--- config.mk ---
export PLATFORM = sky130hd
export DESIGN_NAME = pfpu_i2f_arb
export DESIGN_NICKNAME = d
export VERILOG_FILES = /design/src/rtl/pfpu_i2f_arb_pkg.sv /design/src/rtl/pfpu_i2f_norm.sv /design/src/rtl/pfpu_i2f_arb.sv
export SDC_FILE = /design/constraint.sdc
export NUM_CORES = 1
export LEC_CHECK = 0
export ABC_CLOCK_PERIOD_IN_PS = 3900
export BUFFER_PORTS_ARGS = -buffer_cell sky130_fd_sc_hd__buf_2
export CAP_MARGIN = 40
export CORE_MARGIN = 2
export CORE_UTILIZATION = 54
export DETAILED_ROUTE_END_ITERATION = 7
export PLACE_DENSITY = 0.83
export SETUP_SLACK_MARGIN = 0.02
export SYNTH_ARGS = -nofsm -noshare
export SYNTH_HDL_FRONTEND = slang
export SYNTH_SLANG_ARGS = --single-unit
export TNS_END_PERCENT = 5
--- constraint.sdc ---
create_clock -name sys_clk -period 3.9 [get_ports sys_clk]
set_input_delay 0.195 -clock sys_clk [delete_from_list [all_inputs] [get_ports sys_clk]]
set_output_delay 0.195 -clock sys_clk [all_outputs]
set_load 0.03 [all_outputs]
--- src/rtl/pfpu_i2f_arb_pkg.sv ---
// Shared PFPU constants and types for the integer-to-float converter.
// Pure declarations; no latency or flow control of its own.
package pfpu_i2f_arb_pkg;

  localparam logic [7:0]  I2F_EXP_BASE = 8'd158;  // bias 127 + 31
  localparam logic [31:0] FLOAT_ZERO   = 32'h00000000;

  typedef struct packed {
    logic        sign;
    logic [7:0]  exp;
    logic [22:0] frac;
  } float_t;

  typedef struct packed {
    logic        sign;
    logic [31:0] mag;
  } i2f_op_t;

  // Two's complement magnitude; 0x80000000 negates to itself, which is the
  // correct unsigned magnitude 2^31.
  function automatic i2f_op_t i2f_split(input logic [31:0] d);
    i2f_op_t op;
    op.sign = d[31];
    op.mag  = d[31] ? (~d + 32'd1) : d;
    return op;
  endfunction

endpackage

--- src/rtl/pfpu_i2f_norm.sv ---
// Combinational normaliser: magnitude + sign -> IEEE-754 single, truncating.
// Zero latency, no flow control; zero input is detected explicitly.
module pfpu_i2f_norm
  import pfpu_i2f_arb_pkg::*;
(
  input  logic [31:0] mag_i,
  input  logic        sign_i,
  output logic [31:0] float_o
);

  logic [4:0]  lz;
  logic [31:0] sh;
  float_t      res;
  logic        unused_sh_bits;

  // Halving tree: each step tests the upper half of what remains and shifts
  // it out if empty, so lz and the normalised value fall out together.
  always_comb begin
    sh = mag_i;
    lz = 5'd0;
    if (sh[31:16] == 16'd0) begin
      lz[4] = 1'b1;
      sh    = {sh[15:0], 16'd0};
    end
    if (sh[31:24] == 8'd0) begin
      lz[3] = 1'b1;
      sh    = {sh[23:0], 8'd0};
    end
    if (sh[31:28] == 4'd0) begin
      lz[2] = 1'b1;
      sh    = {sh[27:0], 4'd0};
    end
    if (sh[31:30] == 2'd0) begin
      lz[1] = 1'b1;
      sh    = {sh[29:0], 2'd0};
    end
    if (sh[31] == 1'b0) begin
      lz[0] = 1'b1;
      sh    = {sh[30:0], 1'b0};
    end
  end

  // Bit 31 is the implicit leading one; bits below 8 are truncated away.
  assign unused_sh_bits = ^{sh[31], sh[7:0]};

  always_comb begin
    res.sign = sign_i;
    res.exp  = I2F_EXP_BASE - {3'b000, lz};
    res.frac = sh[30:8];
    if (mag_i == 32'd0) begin
      float_o = FLOAT_ZERO;
    end else begin
      float_o = res;
    end
  end

endmodule

--- src/rtl/pfpu_i2f_arb.sv ---
// Round-robin shared int->float converter; ack in cycle k gives out_valid in k+2.
// out_ready low holds the result and stalls both stages; no ack when both are full.
module pfpu_i2f_arb
  import pfpu_i2f_arb_pkg::*;
#(
  parameter int NREQ = 4,
  parameter int IDW  = 2
) (
  input  logic                sys_clk,
  input  logic                sys_rst_n,
  input  logic [NREQ-1:0]     req_valid,
  input  logic [32*NREQ-1:0]  req_data,
  output logic [NREQ-1:0]     req_ack,
  output logic                out_valid,
  input  logic                out_ready,
  output logic [IDW-1:0]      out_id,
  output logic [31:0]         out_float,
  output logic                busy
);

  logic [31:0]    req_word [NREQ];
  logic [IDW-1:0] ptr_q, ptr_d;
  logic           gnt_vld;
  logic [IDW-1:0] gnt_idx;
  logic [31:0]    gnt_dat;

  logic           s1_valid_q, s1_valid_d;
  logic [IDW-1:0] s1_id_q, s1_id_d;
  i2f_op_t        s1_op_q, s1_op_d;

  logic           out_valid_q, out_valid_d;
  logic [IDW-1:0] out_id_q, out_id_d;
  logic [31:0]    out_float_q, out_float_d;
  logic [31:0]    norm_float;

  logic           stall, s2_adv, s1_adv, s1_accept;

  for (genvar g = 0; g < NREQ; g++) begin : g_word
    assign req_word[g] = req_data[32*g +: 32];
  end

  function automatic logic [IDW-1:0] rr_idx(input logic [IDW-1:0] base, input int off);
    int sum;
    sum = int'(base) + off;
    if (sum >= NREQ) sum = sum - NREQ;
    return IDW'(sum);
  endfunction

  assign stall     = out_valid_q & ~out_ready;
  assign s2_adv    = ~stall;
  assign s1_adv    = s2_adv | ~out_valid_q;
  assign s1_accept = ~s1_valid_q | s1_adv;

  always_comb begin
    gnt_vld = 1'b0;
    gnt_idx = '0;
    for (int k = 0; k < NREQ; k++) begin
      if (!gnt_vld && req_valid[rr_idx(ptr_q, k)]) begin
        gnt_vld = 1'b1;
        gnt_idx = rr_idx(ptr_q, k);
      end
    end
  end

  assign gnt_dat = req_word[gnt_idx];

  // Gated by reset so a requester never sees an ack that no register captures.
  always_comb begin
    req_ack = '0;
    if (gnt_vld && s1_accept && sys_rst_n) begin
      req_ack = {{(NREQ-1){1'b0}}, 1'b1} << gnt_idx;
    end
  end

  always_comb begin
    ptr_d      = ptr_q;
    s1_valid_d = s1_valid_q;
    s1_id_d    = s1_id_q;
    s1_op_d    = s1_op_q;
    if (s1_accept) begin
      s1_valid_d = gnt_vld;
      if (gnt_vld) begin
        s1_id_d = gnt_idx;
        s1_op_d = i2f_split(gnt_dat);
        ptr_d   = (int'(gnt_idx) == NREQ - 1) ? '0 : gnt_idx + 1'b1;
      end
    end
  end

  pfpu_i2f_norm u_norm (
    .mag_i   (s1_op_q.mag),
    .sign_i  (s1_op_q.sign),
    .float_o (norm_float)
  );

  always_comb begin
    out_valid_d = out_valid_q;
    out_id_d    = out_id_q;
    out_float_d = out_float_q;
    if (s2_adv) begin
      out_valid_d = s1_valid_q;
      if (s1_valid_q) begin
        out_id_d    = s1_id_q;
        out_float_d = norm_float;
      end
    end
  end

  always_ff @(posedge sys_clk or negedge sys_rst_n) begin
    if (!sys_rst_n) begin
      ptr_q       <= '0;
      s1_valid_q  <= 1'b0;
      s1_id_q     <= '0;
      s1_op_q     <= '0;
      out_valid_q <= 1'b0;
      out_id_q    <= '0;
      out_float_q <= FLOAT_ZERO;
    end else begin
      ptr_q       <= ptr_d;
      s1_valid_q  <= s1_valid_d;
      s1_id_q     <= s1_id_d;
      s1_op_q     <= s1_op_d;
      out_valid_q <= out_valid_d;
      out_id_q    <= out_id_d;
      out_float_q <= out_float_d;
    end
  end

  assign out_valid = out_valid_q;
  assign out_id    = out_id_q;
  assign out_float = out_float_q;
  assign busy      = s1_valid_q | out_valid_q;

endmodule

==> out/metrics.cfg, run 1 <==
[logic_synthesis]
yosysSeqAreaShare_pct = 29.98
muxShareOfSynthArea_pct = 19.45
synth_edf_count = 0
ys_ff_latch = 73
ys.flop_type = dfrtp_1
synth_top_family_by_area = compound AO/OA/AOI/OAI gates
yosys.area_share.adder_pct = 1.027
syn_area_per_cell_um2 = 8.081
syn_inst = 754
synthSimpleGateAreaFrac_pct = 20.55
synth_nets = 894
synth-compound-area-share_pct = 20.90
ys_types = 67
synth_area_um2 = 6093
synth_xor_area_share_pct = 4.168
synth-async-reset-ratio_pct = 100.0
ys_warn_count = 0

[power]
power_frac_comb_pct = 67.5
seq_power_share_pct = 20.5
leakage_uw = 0.003679
clkPwrFrac_pct = 12.0
power.internal_uw = 3504
p_total_uw = 6853
swShare_pct = 48.87
p_per_area_nw_per_um2 = 903.8
p_switching_uw = 3349
ir_worst_vdd_mv = 0.5672

[floorplan]
die_x_um = 110.2
boundaryPins = 175
start_util_pct = 55.72
fp.coreArea_um2 = 10940
die_h_um = 110.2
placementRows = 38
dieArea_um2 = 12150

[placed_design]
post-dp-hpwl_mm = 14.57
routabilityCongestion = 0.9815
io_buffer_count = 174
placed_cells_incl_taps = 1060

[clock_network]
cts_sinks = 73
h-tree-depth = 3
cts_root_buf = clkbuf_16
clock_latency_ns = 0.34
cts_tree = built
cts.clk_slew.worst_paths_ns = 0.06
cts_setup_buffers = 0
cts_buffers = 9
clockBufferDepth = 2

[critical_path]
crit_slowest_cell = or4_1
arrival_ns = 3.90
start_kind = register
r2r-start = s1_op_q[29]$_DFFE_PN0P_
critPathKind = reg -> reg
path_cells = or4_1, o41a_1, o21a_1, a2111oi_1, o2111ai_2, buf_12, mux2_1, nor2_1, a21oi_1, a22o_1
end_kind = register
reg2reg_to = out_float[7]$_DFFE_PN0P_
worstPathRequired_ns = 4.13
max_stage_delay_ns = 0.61
worst_r2r_path_depth = 10
regToRegSetupSlack_ns = 0.22
path_max_fanout = 25

[drt]
wl_per_cell_um = 17.35
drtIter0Drc = 552
ant_nets = 0
drc = 0
num_vias = 6410
dr.pass1.iters = 5
finalWirelength_mm = 18.67
viasPerCell = 5.957

[min_path]
min_from = req_valid[0]
hp-class = in -> reg
holdPathStages = 3
min_to = s1_valid_q$_DFFE_PN0N_

[timing]
clock_skew_ns = 0.004849
max_freq_mhz = 272.0
slew_headroom_pct = 42.59
whs_ns = 0.1275
setup_tns_ns = 0
worstMarginPinSlew_ns = 0.8612
min_period_ns = 3.677
grt_setup_unrepaired = no
drv_slew = 0
setup_viol = 0
finalHoldViolCount = 0
post-route-period-util_pct = 94.28

[global_routing]
grt.total_usage_pct = 31.32
grt_pass1_wl_mm = 29.68
grt_max_degree = 67
grt_pass1_vias = 6052
antenna_found_initial = 0
overflow = 0

[layout]
mostFrequentLayoutCell = buf_2
antenna_cells = 0
synthToLayoutAreaGrowth_pct = 24.44
drive_above_1_share_pct = 27.35
fin_nets = 1072
fillers = 929
layout_common_cells = 174 x buf_2, 146 x nand2_1, 106 x mux2i_1
final_cells = 1076

[status]
status = finished, final reports clean

[flow_run]
cap_violations = 0

## registers in the layout, indices dropped and copies added (netlist names)
signal      cells
out_float      32
out_id          2
s1_op_q        33
ptr_q           2
s1_id_q         2
s1_valid_q      1
out_valid       1
## power by group through the flow
stage / Clock [uW] / Sequential [uW] / Combinational [uW]
6_report: 823 / 1400 / 4630
5_1_grt: 873 / 1450 / 5040
4_1_cts: 833 / 1400 / 4570
3_5_place_dp: 0 / 1410 / 4530
3_3_place_gp: 0 / 1390 / 4460
2_1_floorplan: 0 / 1660 / 3050
## cell usage after synthesis (6+ instances only)
cell type	n	share of area, %
nand2_1	146	9.0
mux2i_1	106	17
dfrtp_1	73	30
o21ai_0	53	4.4
a21oi_1	45	3.7
nor2_1	38	2.3
o21ai_1	29	2.4
clkbuf_1	27	1.7
nand3_1	22	1.8
xnor2_1	18	2.6
buf_2	14	1.1
a22o_1	11	1.6
xor2_1	11	1.6
and3_1	10	1.0
mux2_2	10	1.8
nor3_1	9	0.74
o22ai_1	8	0.82
a31oi_1	7	0.72
inv_1	7	0.43
nor4_1	7	0.72
nand2b_1	6	0.62
or4_1	6	0.74
## cells by family (layout without fill, tap and decap cells)
kind of cell	after synthesis	after routing
AO/OA/AOI/OAI	203	203
XOR/XNOR	29	29
adder cells (fa/ha/maj)	5	5
buffers and inverters	55	237
flip-flops	73	73
multiplexers	117	117
AND/OR/NAND/NOR	272	272
## critical path, delay by kind of cell (launching register included)
kind,cells,cell delay [ns]
flip-flops,1,0.39
multiplexers,1,0.35
buffers and inverters,1,0.29
AND/OR/NAND/NOR,2,0.73
AO/OA/AOI/OAI,6,1.80
## final cells by class
class / count / area (um^2) / share of cell area [%]
clock inverters: 2 / 37.54 / 0.4950
inverters: 9 / 33.78 / 0.4455
well taps: 140 / 175.2 / 2.310
repair buffers: 213 / 1191 / 15.71
clock buffers: 13 / 260.3 / 3.432
multi-input cells: 626 / 4058 / 53.51
flip-flops and latches: 73 / 1827 / 24.09
## repair_timing
item | CTS | global route
hold endpoints to repair | 23 | 0
endpoints found under the setup margin | 0 | 7
hold buffers | 1 | 0
gates resized for setup | 0 | 2
## worst max path at each step
stage / cells after the start / slack [ns] / end / start
after floorplan: 11 / 0.63 / s1_op_q[28]$_DFFE_PN0P_ / ptr_q[0]$_DFFE_PN0P_
after global placement: 10 / 0.36 / out_float[7]$_DFFE_PN0P_ / s1_op_q[29]$_DFFE_PN0P_
after detailed placement: 9 / 0.23 / out_float[27]$_DFFE_PN0P_ / s1_op_q[8]$_DFFE_PN0P_
after CTS: 10 / 0.17 / out_float[7]$_DFFE_PN0P_ / s1_op_q[8]$_DFFE_PN0P_
after global routing: 9 / 0.07 / out_float[27]$_DFFE_PN0P_ / s1_op_q[29]$_DFFE_PN0P_
final: 10 / 0.22 / out_float[7]$_DFFE_PN0P_ / s1_op_q[29]$_DFFE_PN0P_
## metrics by stage
step	worst slack (ns)	instance area, um^2	util, %
after floorplan	0.6339	6093	-
after global placement	0.3643	7264	66.43
after detailed placement	0.2251	7264	66.43
after CTS	0.1711	7572	69.24
after global routing	0.07236	7582	69.34
final	0.2232	7582	69.34
## routing by layer
metal,share of wire [%],up-vias,track usage [%]
li1,-,3098,-
met1,41,2941,38.24
met2,48,318,54.29
met3,6.2,53,4.174
met4,4.2,0,15.18
met5,0,-,0
(Power assumes the default switching activity.)
==> run 2: changes to the inputs <==
--- a/config.mk
+++ b/config.mk
@@ -5,13 +5,14 @@
 export SDC_FILE = /design/constraint.sdc
 export NUM_CORES = 1
 export LEC_CHECK = 0
+export ABC_AREA = 1
 export ABC_CLOCK_PERIOD_IN_PS = 3900
 export BUFFER_PORTS_ARGS = -buffer_cell sky130_fd_sc_hd__buf_2
 export CAP_MARGIN = 40
 export CORE_MARGIN = 2
 export CORE_UTILIZATION = 54
 export DETAILED_ROUTE_END_ITERATION = 7
-export PLACE_DENSITY = 0.83
+export PLACE_DENSITY = 0.81
 export SETUP_SLACK_MARGIN = 0.02
 export SYNTH_ARGS = -nofsm -noshare
 export SYNTH_HDL_FRONTEND = slang
==> out/metrics.cfg, run 2 <==
[logic_synthesis]
ys.flop_type = dfrtp_1
syn_area_per_cell_um2 = 5.604  ; -31%
yosys.area.top_type = nand2_1
ys_types = 37  ; -45%
yosys-top-cells-area = nand2_1 32%, dfrtp_1 26%, nand3_1 12%, inv_1 5.5%, nor2_1 3.8%
yosys.area.top_type_share_pct = 32.17  ; +2.2 points
synth_area_um2 = 7083  ; +16%
synth-async-reset-ratio_pct = 100.0  ; unchanged
ys_ff_latch = 73  ; unchanged
ys_warn_count = 0  ; unchanged
yosys-top-cells-count = 607 x nand2_1, 172 x nand3_1, 103 x inv_1
synth_edf_count = 0  ; unchanged
synth_most_common_cell = nand2_1
yosysSeqAreaShare_pct = 25.79  ; -4.2 points
syn_inst = 1264  ; +68%
synth_nets = 1404  ; +57%

[layout]
layout_common_cells = 607 x nand2_1, 174 x buf_2, 172 x nand3_1
drive_above_1_share_pct = 17.61  ; -9.7 points
mostFrequentLayoutCell = nand2_1
top_register = s1_op_q
fillers = 1306  ; +41%
synthToLayoutAreaGrowth_pct = 17.05
final_cells = 1581  ; +47%
fin_nets = 1543  ; +44%
largest_reg_flops = 33  ; unchanged

[clock_network]
cts_buffers = 9  ; unchanged
h-tree-depth = 3  ; unchanged
clockBufferDepth = 2  ; unchanged
cts_resized = 0  ; unchanged
cts_setup_buffers = 0  ; unchanged
cts_tree = built
cts.hold.buffers_added = 1  ; unchanged
cts_root_buf = clkbuf_16
cts.clk_slew.worst_paths_ns = 0.06  ; about the same
cts_sinks = 73  ; unchanged
clock_latency_ns = 0.34  ; about the same

[timing]
slew_headroom_pct = 47.05  ; +4.5 points
min_period_ns = 3.457  ; -0.2195 ns
clock_skew_ns = 0.007964  ; +0.003115 ns
max_freq_mhz = 289.2  ; +6.3%
finalHoldViolCount = 0  ; unchanged
post-route-period-util_pct = 88.65  ; -5.6 points
finalWorstSetupSlack_ns = 0.4427  ; +0.2195 ns
grt_setup_unrepaired = no
drv_slew = 0  ; unchanged
worstMarginPinSlew_ns = 0.7943  ; -0.06684 ns
setup_viol = 0  ; unchanged
setup_tns_ns = 0  ; unchanged

[flow_run]
cap_violations = 0  ; unchanged

[critical_path]
max_stage_delay_ns = 0.59  ; -0.02 ns
crit_slowest_cell = dfrtp_1
worstPathRequired_ns = 4.14  ; about the same
critPathTopFamily = simple AND/OR/NAND/NOR gates
end_kind = register
path_cells = inv_6, nand2_1, nand2_2, nand2_2, nand2_2, nor2_4, nand3_4, nand3_4, buf_12, nand2_1, nand3_1, nand2_2, inv_2, nand2_2, nand2_1, nor2_2, or2_1, nand3_1, nand2_1
start_kind = register
crit_top_cell = nand2_2
arrival_ns = 3.69  ; -0.21 ns
path_buf_inv = 3  ; +2
path_max_fanout = 81  ; +220%
critPathKind = reg -> reg

[min_path]
hp-class = in -> reg

[floorplan]
start_util_pct = 55.67  ; about the same
boundaryPins = 175  ; unchanged
die_x_um = 118.5  ; +7.5%
dieArea_um2 = 14050  ; +16%
die_h_um = 118.5  ; +7.5%
fp.coreArea_um2 = 12720  ; +16%
placementRows = 41  ; +7.9%

[placed_design]
place_ws_ns = 0.5272  ; +0.3021 ns
routabilityCongestion = 0.9939  ; +1.3%
post-dp-hpwl_mm = 16.30  ; +12%
io_buffer_count = 174  ; unchanged
placed_cells_incl_taps = 1563  ; +47%

[drt]
finalWirelength_mm = 20.74  ; +11%
wl_per_cell_um = 13.12  ; -24%
dr.pass1.iters = 7  ; +2
num_vias = 8332  ; +30%
drtIter0Drc = 545  ; -1.3%
viasPerCell = 5.270  ; -12%
drc = 0  ; unchanged
ant_nets = 0  ; unchanged

[global_routing]
grt.total_usage_pct = 29.95  ; -1.4 points
grt_max_degree = 82  ; +22%
overflow = 0  ; unchanged
grt_pass1_vias = 7499  ; +24%
antenna_found_initial = 1  ; +1
grt_pass1_wl_mm = 35.11  ; +18%

[status]
status = finished, final reports clean

==> run 2: cell types whose count changed in the layout (fill, tap and decap cells not counted), moves of 11 or more <==
cell and delta:
nand2_2 +14, mux2i_1 -106, a22o_1 -11, inv_1 +96
a21oi_1 -37, buf_4 -21, nand4_1 +28, nor2_1 +33
xnor2_1 -17, nand2_1 +461, o21ai_1 -22, nand3_1 +150
==> run 2: final cells by class <==
class,instances,area (um^2),area share (%)
clock inverters,7,101.3,1.222
multi-input cells,1016,4481,54.04
inverters,112,425.4,5.131
diodes,1,2.502,0.03018
clock buffers,9,225.2,2.717
well taps,172,215.2,2.596
repair buffers,191,1013,12.22
flip-flops and latches,73,1827,22.03
==> run 2: path summary, 6_finish.rpt <==
kind                                             endpoint  depth (start not counted)                       from  slack (ns)
worst max-delay path              s1_op_q[14]$_DFFE_PN0P_                         19       ptr_q[0]$_DFFE_PN0P_        0.44
worst min-delay path                out_valid$_DFFE_PN0N_                          4                  out_ready        0.13
worst max register to register    s1_op_q[14]$_DFFE_PN0P_                         19       ptr_q[0]$_DFFE_PN0P_        0.44
worst min register to register  out_float[28]$_DFFE_PN0P_                          2  out_float[28]$_DFFE_PN0P_        0.48
max in group asynchronous         s1_op_q[29]$_DFFE_PN0P_                          3                  sys_rst_n        2.41
min in group asynchronous          s1_valid_q$_DFFE_PN0N_                          2                  sys_rst_n        0.49
==> run 2: tightest hold or removal path, cell delays in order <==
cell	delay, ns
buf_2	0.07
inv_1	0.04
nand2_1	0.07
nand2_1	0.05
==> run 2: per-layer routing <==
layer	share of wire (%)	global-route usage, %	wire (um)
met1	43	38.03	8926
met4	2.6	11.46	532
met3	6.0	4.392	1243
met2	48	51.26	10040
met5	0	0	0
==> run 2: through the flow <==
| stage | instance area (um^2) | hold slack (ns) | utilization [%] |
|---|---|---|---|
| after floorplan | 7083 | -0.1006 | - |
| after global placement | 7951 | 0.3093 | 62.50 |
| after detailed placement | 7951 | 0.3151 | 62.50 |
| after CTS | 8288 | 0.1244 | 65.15 |
| after global routing | 8288 | 0.1639 | 65.15 |
| final | 8290 | 0.1275 | 65.17 |
==> run 2: logic make-up (layout without fill, tap and decap cells) <==
kind of cell	Yosys count	in the layout	synth area share, %
xor+xnor	10	10	1.237
fa+ha+maj	5	5	0.8832
other cells	0	1	0
compound gates	77	77	5.812
simple gates	924	924	55.33
buf+inv	175	319	10.95
flops	73	73	25.79
Power of run 2 is not shown: default switching activity piles up to over one toggle a cycle in this logic, so the estimate is an artifact.
==> run 3: changes to the inputs <==
--- a/config.mk
+++ b/config.mk
@@ -9,7 +9,6 @@
 export ABC_CLOCK_PERIOD_IN_PS = 3900
 export BUFFER_PORTS_ARGS = -buffer_cell sky130_fd_sc_hd__buf_2
 export CAP_MARGIN = 40
-export CORE_MARGIN = 2
 export CORE_UTILIZATION = 54
 export DETAILED_ROUTE_END_ITERATION = 7
 export PLACE_DENSITY = 0.81
==> out/metrics.cfg, run 3 (synthesis results as in run 2) <==
[status]
status = finished, final reports clean

[layout]
synthToLayoutAreaGrowth_pct = 17.38
largest_reg_flops = 33  ; unchanged
mostFrequentLayoutCell = nand2_1
drive_above_1_share_pct = 17.73  ; +0.12 points
layout_common_cells = 607 x nand2_1, 174 x buf_2, 172 x nand3_1
fin_nets = 1545  ; +0.13%
antenna_cells = 0  ; -1
top_register = s1_op_q
fillers = 1308  ; +0.15%

[floorplan]
start_util_pct = 55.67  ; unchanged
die_x_um = 116.5  ; -1.7%
boundaryPins = 175  ; unchanged
fp.coreArea_um2 = 12720  ; unchanged
die_h_um = 116.5  ; -1.7%
dieArea_um2 = 13580  ; -3.3%
placementRows = 41  ; unchanged

[global_routing]
grt_pass1_vias = 7596  ; +1.3%
grt_pass1_wl_mm = 34.07  ; -3.0%
grt_max_degree = 60  ; -27%
overflow = 0  ; unchanged
antenna_found_initial = 0  ; -1
grt.total_usage_pct = 31.16  ; +1.2 points

[clock_network]
clock_latency_ns = 0.33  ; about the same
cts.clk_slew.worst_paths_ns = 0.06  ; about the same
cts_buffers = 9  ; unchanged
h-tree-depth = 3  ; unchanged
cts_sinks = 73  ; unchanged
clockBufferDepth = 2  ; unchanged
cts_tree = built
cts_setup_buffers = 0  ; unchanged
cts_root_buf = clkbuf_16

[drt]
dr.pass1.iters = 7  ; unchanged
num_vias = 8284  ; -0.58%
drc = 0  ; unchanged
wl_per_cell_um = 12.80  ; -2.5%
drtIter0Drc = 496  ; -9.0%
ant_nets = 0  ; unchanged
finalWirelength_mm = 20.24  ; -2.4%
viasPerCell = 5.236  ; -0.64%

[timing]
clock_skew_ns = 0.005006  ; -0.002958 ns
worstMarginPinSlew_ns = 0.7694  ; -0.02488 ns
max_freq_mhz = 295.3  ; +2.1%
drv_slew = 0  ; unchanged
min_period_ns = 3.387  ; -0.07039 ns
grt_setup_unrepaired = no
setup_viol = 0  ; unchanged
slew_headroom_pct = 48.70  ; +1.7 points
setup_tns_ns = 0  ; unchanged
post-route-period-util_pct = 86.84  ; -1.8 points
finalWorstSetupSlack_ns = 0.5131  ; +0.07039 ns
finalHoldViolCount = 0  ; unchanged

[placed_design]
place_ws_ns = 0.4633  ; -0.06392 ns
post-dp-hpwl_mm = 16.05  ; -1.6%
routabilityCongestion = 0.9311  ; -6.3%
io_buffer_count = 174  ; unchanged

[critical_path]
start_kind = register
end_kind = register
worstPathRequired_ns = 4.16  ; +0.02 ns
critPathKind = reg -> reg
arrival_ns = 3.65  ; -0.04 ns
path_max_fanout = 21  ; -74%

[min_path]
hp-class = in -> reg

[flow_run]
cap_violations = 0  ; unchanged

==> run 3: cell count changes in the layout (fill, tap and decap cells not counted), sizes merged <==
cell / change
buf: +2
clkbuf: +2
clkinv: +1
clkinvlp: -1
diode: -1
inv: -2
==> run 3: repair_timing <==
action	CTS	global route
setup endpoints to repair	0	10
endpoints found under the hold margin	33	0
hold buffers	1	0
resized for setup	0	1
==> run 3: layer usage <==
layer / part of all wire (%) / vias up / global-route usage, %
li1: - / 4277 / -
met1: 44 / 3663 / 38.11
met2: 48 / 295 / 55.31
met3: 4.9 / 49 / 4.411
met4: 3.1 / 0 / 11.90
met5: 0 / - / 0
==> run 3: critical path, stage by stage (launching register included) <==
cell        delay, ns
dfrtp_1          0.41
nor2_1           0.13
nand3_1          0.10
nor2_2           0.19
nand2_2          0.26
inv_1            0.25
nand2_1          0.09
nand2_1          0.07
nand3_1          0.07
nand2_1          0.17
nor2_4           0.08
nand2_1          0.40
clkinvlp_4       0.42
o21ai_0          0.36
nand2_1          0.09
nand2_1          0.09
nand2_1          0.05
nand3_1          0.07
==> run 3: path summary, 6_finish.rpt <==
kind / start / endpoint / slack [ns] / depth (start not counted)
worst max-delay path: s1_op_q[21]$_DFFE_PN0P_ / out_float[16]$_DFFE_PN0P_ / 0.51 / 17
worst min-delay path: out_ready / out_valid$_DFFE_PN0N_ / 0.13 / 4
worst max register to register: s1_op_q[21]$_DFFE_PN0P_ / out_float[16]$_DFFE_PN0P_ / 0.51 / 17
worst min register to register: out_float[29]$_DFFE_PN0P_ / out_float[29]$_DFFE_PN0P_ / 0.48 / 2
max in group asynchronous: sys_rst_n / s1_op_q[30]$_DFFE_PN0P_ / 2.42 / 3
min in group asynchronous: sys_rst_n / out_id[0]$_DFFE_PN0P_ / 0.49 / 2
==> run 3: through the flow <==
stage / hold WS [ns] / area, um^2 / utilization (%) / std cells
after global placement: 0.2965 / 7979 / 62.72 / 1565
after detailed placement: 0.3033 / 7979 / 62.72 / 1565
after global routing: 0.1446 / 8314 / 65.35 / 1582
after floorplan: -0.1006 / 7083 / - / 1264
final: 0.1278 / 8314 / 65.35 / 1582
after CTS: 0.1262 / 8310 / 65.32 / 1582
==> run 3: area by class of cell <==
cell class	instances	area (um^2)	area share, %
tap	172	215.2	2.588
clock inverter	5	78.83	0.9481
timing repair buffer	193	1041	12.52
sequential	73	1827	21.97
inverter	112	429.2	5.162
multi-input combinational	1016	4481	53.89
clock buffer	11	242.7	2.919
Power of run 3 is left out for the same reason.
